[src/rtl/reg_writeback_queue.sv]
`timescale 1ns/1ps
// reg_writeback_queue
//   In-order writeback buffer in front of the register file's single write
//   port. It takes up to two writes per cycle (primary, then secondary) and
//   drains one per cycle. It also flags read-after-write hazards against
//   queued entries.
// Ports
//   clk, rst_n            clock, asynchronous active-low reset
//   wr1_valid/dst/data    primary write request (enqueued first)
//   wr2_valid/dst/data    secondary write request (enqueued second)
//   accept                at least two free slots, from the registered count
//   rf_we/rf_dst/rf_data  register file write port (head of queue)
//   chk_src1/chk_src2     read addresses to compare against queued writes
//   hazard1/hazard2       an occupied entry targets chk_src1/chk_src2
//   count, empty          occupancy
//   overflow              sticky: a request arrived while accept was low
module reg_writeback_queue #(
  parameter int DATA_W = 32,
  parameter int ADDR_W = 4,
  parameter int DEPTH  = 4
) (
  input  logic                       clk,
  input  logic                       rst_n,
  input  logic                       wr1_valid,
  input  logic [ADDR_W-1:0]          wr1_dst,
  input  logic [DATA_W-1:0]          wr1_data,
  input  logic                       wr2_valid,
  input  logic [ADDR_W-1:0]          wr2_dst,
  input  logic [DATA_W-1:0]          wr2_data,
  output logic                       accept,
  output logic                       rf_we,
  output logic [ADDR_W-1:0]          rf_dst,
  output logic [DATA_W-1:0]          rf_data,
  input  logic [ADDR_W-1:0]          chk_src1,
  input  logic [ADDR_W-1:0]          chk_src2,
  output logic                       hazard1,
  output logic                       hazard2,
  output logic [$clog2(DEPTH):0]     count,
  output logic                       empty,
  output logic                       overflow
);

  localparam int PW = $clog2(DEPTH);
  localparam int CW = PW + 1;

  logic [PW-1:0]     head_q, head_d;
  logic [PW-1:0]     tail_q, tail_d;
  logic [CW-1:0]     count_q, count_d;
  logic              overflow_q, overflow_d;
  logic [ADDR_W-1:0] last_dst_q, last_dst_d;
  logic [DATA_W-1:0] last_data_q, last_data_d;
  logic [ADDR_W-1:0] mem_dst_q  [DEPTH];
  logic [ADDR_W-1:0] mem_dst_d  [DEPTH];
  logic [DATA_W-1:0] mem_data_q [DEPTH];
  logic [DATA_W-1:0] mem_data_d [DEPTH];

  logic              accept_c;
  logic              wr1_acc;
  logic              wr2_acc;
  logic              drain;
  logic [PW-1:0]     tail_plus;
  logic [PW-1:0]     offset;

  always_comb begin
    // Admission looks only at the registered count; the drain in the same
    // cycle is deliberately ignored so accept has no path from the inputs.
    accept_c    = (count_q <= CW'(DEPTH - 2));
    wr1_acc     = wr1_valid & accept_c;
    wr2_acc     = wr2_valid & accept_c;
    drain       = (count_q != '0);

    mem_dst_d   = mem_dst_q;
    mem_data_d  = mem_data_q;
    // wr2 lands right after wr1 when both are taken, else at the tail itself.
    tail_plus   = tail_q + PW'(wr1_acc);
    if (wr1_acc) begin
      mem_dst_d[tail_q]  = wr1_dst;
      mem_data_d[tail_q] = wr1_data;
    end
    if (wr2_acc) begin
      mem_dst_d[tail_plus]  = wr2_dst;
      mem_data_d[tail_plus] = wr2_data;
    end

    tail_d      = tail_plus + PW'(wr2_acc);
    head_d      = head_q + PW'(drain);
    count_d     = count_q + CW'(wr1_acc) + CW'(wr2_acc) - CW'(drain);
    overflow_d  = overflow_q | (~accept_c & (wr1_valid | wr2_valid));

    // Remember the entry being drained so the write port holds it while empty.
    last_dst_d  = drain ? mem_dst_q[head_q]  : last_dst_q;
    last_data_d = drain ? mem_data_q[head_q] : last_data_q;

    hazard1 = 1'b0;
    hazard2 = 1'b0;
    offset  = '0;
    for (int i = 0; i < DEPTH; i++) begin
      // Slot i is occupied when its distance from head is below count.
      offset = PW'(i) - head_q;
      if ({1'b0, offset} < count_q) begin
        if (mem_dst_q[i] == chk_src1) hazard1 = 1'b1;
        if (mem_dst_q[i] == chk_src2) hazard2 = 1'b1;
      end
    end
  end

  always_ff @(posedge clk or negedge rst_n) begin
    if (!rst_n) begin
      head_q      <= '0;
      tail_q      <= '0;
      count_q     <= '0;
      overflow_q  <= 1'b0;
      last_dst_q  <= '0;
      last_data_q <= '0;
    end else begin
      head_q      <= head_d;
      tail_q      <= tail_d;
      count_q     <= count_d;
      overflow_q  <= overflow_d;
      last_dst_q  <= last_dst_d;
      last_data_q <= last_data_d;
    end
  end

  // Entry storage needs no reset: only slots covered by count are ever read.
  always_ff @(posedge clk) begin
    mem_dst_q  <= mem_dst_d;
    mem_data_q <= mem_data_d;
  end

  assign accept   = accept_c;
  assign rf_we    = drain;
  assign rf_dst   = drain ? mem_dst_q[head_q]  : last_dst_q;
  assign rf_data  = drain ? mem_data_q[head_q] : last_data_q;
  assign count    = count_q;
  assign empty    = (count_q == '0);
  assign overflow = overflow_q;

endmodule
[config.mk]
export PLATFORM = sky130hd
export DESIGN_NAME = reg_writeback_queue
export DESIGN_NICKNAME = d
export VERILOG_FILES = /design/src/rtl/reg_writeback_queue.sv
export SDC_FILE = /design/constraint.sdc
export NUM_CORES = 1
export LEC_CHECK = 0
export ABC_CLOCK_PERIOD_IN_PS = 2500
export CELL_PAD_IN_SITES_DETAIL_PLACEMENT = 1
export CELL_PAD_IN_SITES_GLOBAL_PLACEMENT = 2
export CORE_MARGIN = 2
export CORE_UTILIZATION = 32
export DETAILED_ROUTE_END_ITERATION = 6
export PLACE_DENSITY_LB_ADDON = 0.05
export SYNTH_ARGS = -nofsm -noshare
export SYNTH_HDL_FRONTEND = slang
export SYNTH_SLANG_ARGS = --single-unit
[constraint.sdc]
create_clock -name clk -period 2.5 [get_ports clk]
set_input_delay 0.5 -clock clk [delete_from_list [all_inputs] [get_ports clk]]
set_output_delay 0.5 -clock clk [all_outputs]
set_load 0.05 [all_outputs]
==> impl_metrics.py <==
metrics = {
    "routing": {
        "first_pass_iters": 5,
        "drc": 0,
        "postRouteAntennaNets": 0,
        "num_vias": 8173,
        "avgRoutedWirePerCell_um": 24.9,
        "totalWireLength_um": 35000,
        "drt-initial-drc-count": 440,
        "vias_per_cell": 5.81,
    },
    "timing": {
        "setup_tns_ps": -6000,
        "hold_viol_final": 0,
        "grt_setup_unrepaired": "true",
        "setup_viol": 40,
        "drv_slew": 0,
        "max_freq_mhz": 368,
        "finalCriticalPeriod_ps": 2710,
        "worst_slack_ps": -215,
        "fin_worst_skew_ps": 17.4,
        "fin_crit_sh_pct": 109,
        "worst_pin_slew_ps": 974,
        "slew_headroom_pct": 35.1,
    },
    "floorplan": {
        "fp-row-count": 62,
        "initial_core_util_pct": 32.3,
        "die_x_um": 174,
        "die_y_um": 174,
        "core_area_um2": 28500,
        "ioPinCount": 129,
        "dieArea_um2": 30100,
    },
    "finish": {
        "fill_cells": 3100,
        "design_area_um2": 12300,
        "utilization_pct": 43.0,
        "final_cells": 1406,
        "register_area_um2": 3990,
        "syn2layout_area_growth_pct": 33.3,
        "drive_gt1_share_pct": 24.5,
        "nets": 1102,
        "multi_input_area_um2": 4960,
    },
    "worst_setup_path": {
        "ff2ff_setup_slack_ps": -60,
        "path_class": "reg2out",
        "startpoint": "count[1]$_DFF_PN0_",
        "worstReg2RegStart": "count[1]$_DFF_PN0_",
        "r2r-end": "count[2]$_DFF_PN0_",
        "worst_setup_path_end_kind": "output port",
        "critPathMaxFanout": 7,
        "cp.required_ps": 2000,
        "rr_worst_depth": 10,
        "crit_path_start_kind": "flip-flop",
        "cp.arrival_ps": 2210,
    },
    "synth": {
        "synthTopCellsByArea": "dfxtp_1 (31%), a32oi_1 (14%), dfrtp_1 (12%), mux4_2 (8.8%), a21oi_1 (7.9%)",
        "synth-edff-count": 0,
        "yosysWarningCount": 0,
        "avgSynthCellArea_um2": 10.4,
        "synth_top_area_share_pct": 31.4,
        "synthCells": 884,
        "synthFlopType": "dfxtp_1",
        "synthesis.area_um2": 9190,
        "yosysTopAreaCell": "dfxtp_1",
        "ys_ff_latch": 188,
        "yosysSeqAreaShare_pct": 43.3,
        "synthDistinctLibCells": 41,
        "async_flop_share_pct": 23.4,
        "syn_nets": 979,
    },
    "placed_design": {
        "dpl.cell_count": 1351,
        "hpwl_um": 21200,
        "gp_congestion": 0.788,
        "place_area_um2": 11100,
        "place_ws_ps": -16.6,
        "io_buffers": 128,
    },
    "worst_hold_path": {
        "min_path_cells": 1,
        "min-delay-start": "overflow$_DFF_PN0_",
        "hp-class": "reg2reg",
        "worstHoldEndpoint": "overflow$_DFF_PN0_",
    },
    "run_status": {
        "failed_checks": "setup timing",
        "status": "complete, but fails checks",
    },
    "cts": {
        "path_clk_slew_ps": 80,
        "clockBufferDepth": 2,
        "clk_latency_ps": 440,
        "tritoncts": "yes",
        "htreeDepth": 4,
        "numCtsBuffers": 17,
        "clockRootBuffer": "clkbuf_16",
        "clkSinkCount": 188,
    },
    "global_route": {
        "grt.met3_usage_pct": 4.96,
        "grt_max_degree": 86,
        "grt_pass1_vias": 8760,
        "grt_use_met1_pct": 28.9,
        "antenna_found_initial": 4,
        "grt_usage_pct": 23.3,
        "grt_overflow_total": 0,
        "grt_use_met2_pct": 40.9,
        "grt_pass1_wl_um": 53600,
        "grt.busiest_layer": "met2",
    },
    "power_and_ir_drop": {
        "p_leak_nw": 4.71,
        "ir_worst_vdd_mv": 0.997,
        "powerDensity_nw_per_um2": 1820,
    },
    "job": {
        "max_cap_violations": 0,
    },
}
## what timing repair did
action                     4_1_cts  5_1_grt
cloned                           3        1
setup endpoints to repair       38       74
hold buffers                     1        0
pin swaps                        1        8
buffers inserted                11        9
hold endpoints to repair         5        0
gates resized for setup         60       41
## registers in the layout, summed over array words and instances, names as in the netlist
name         flops
tail_q           2
mem_dst_q       16
overflow         1
mem_data_q     128
last_data_q     32
count            3
head_q           2
last_dst_q       4
## cell usage after synthesis, types with 2 or more instances
cell type / n
nand2_1: 4
o211ai_2: 2
buf_6: 21
dfxtp_1: 144
o21ai_2: 3
mux4_2: 36
dfrtp_1: 44
a22oi_1: 2
nor4_1: 6
o211ai_1: 2
buf_2: 43
a21boi_4: 3
clkbuf_1: 12
buf_4: 8
fa_1: 2
and2_1: 2
xnor2_1: 12
o21ai_0: 2
nand4_1: 2
mux2_2: 36
nor2b_1: 3
a32oi_1: 144
ha_1: 9
a21oi_1: 146
inv_1: 8
xor2_1: 26
nor2_1: 148
## how the worst max path moves through the flow
| stage | endpoint | slack (ps) |
|---|---|---|
| 3_5_place_dp | hazard2 | -20 |
| 3_3_place_gp | hazard2 | 2 |
| 6_report | rf_data[22] | -210 |
| 5_1_grt | hazard1 | -300 |
| 2_1_floorplan | count[1]$_DFF_PN0_ | -130 |
| 4_1_cts | rf_data[31] | -210 |
## layer usage
| layer | routed length [um] | up-vias |
|---|---|---|
| met2 | 17900 | 290 |
| li1 | - | 3646 |
| met5 | 13 | - |
| met3 | 1990 | 38 |
| met4 | 540 | 2 |
| met1 | 14600 | 4197 |
## critical path: stages, from the launching register on
cell	delay [ps]
dfrtp_2	460
buf_6	140
nor3_4	290
buf_6	210
buf_12	170
mux2_4	340
buf_6	160
## power breakdown
part           switching, mW  internal (mW)  total [mW]
combinational           7.54           6.17        13.7
sequential              1.06           4.74        5.80
clock                   1.40           1.38        2.78
total                   10.0           12.3        22.3
## kinds of logic (layout without fill, tap and decap cells)
group / after synthesis / count (layout) / synth area share, %
AOI/OAI and AO/OA: 311 / 311 / 24.1
DFF: 188 / 188 / 43.3
and+or+nand+nor: 171 / 171 / 7.68
buffers and inverters: 93 / 229 / 6.42
muxes: 72 / 72 / 13.2
xor gates and xnor gates: 38 / 38 / 3.62
adders and majority gates: 11 / 11 / 1.66
other: 0 / 2 / 0
## cell usage in the layout, fill, tap and decap left out, types with 5 or more instances in the layout
cell type	synthesis	routed
nor4_1	6	6
dfrtp_1	44	39
dfxtp_1	144	144
buf_4	8	30
buf_12	0	24
clkbuf_16	0	20
mux4_2	36	36
a21oi_1	146	145
mux2_4	0	27
xor2_1	26	25
clkdlybuf4s50_1	0	85
a32oi_1	144	144
xnor2_1	12	10
clkinv_8	0	5
nor2_1	148	144
inv_6	0	5
buf_6	21	40
mux2_2	36	9
## final cells by class
class	count	area share (%)
antenna	2	0.0408
clock buffer	18	3.58
timing repair buffer	188	17.7
multi-input combinational	603	40.5
clock inverter	14	1.36
tap	384	3.92
inverter	9	0.347
sequential	188	32.6
## metrics by stage
stage / power [mW] / hold slack (ps)
floorplan: 14.3 / 204
global placement: 17.6 / 465
detailed placement: 18.1 / 476
CTS: 22.1 / 505
global route: 23.6 / 524
finish: 22.3 / 506
Power figures use the tool's default switching activity.
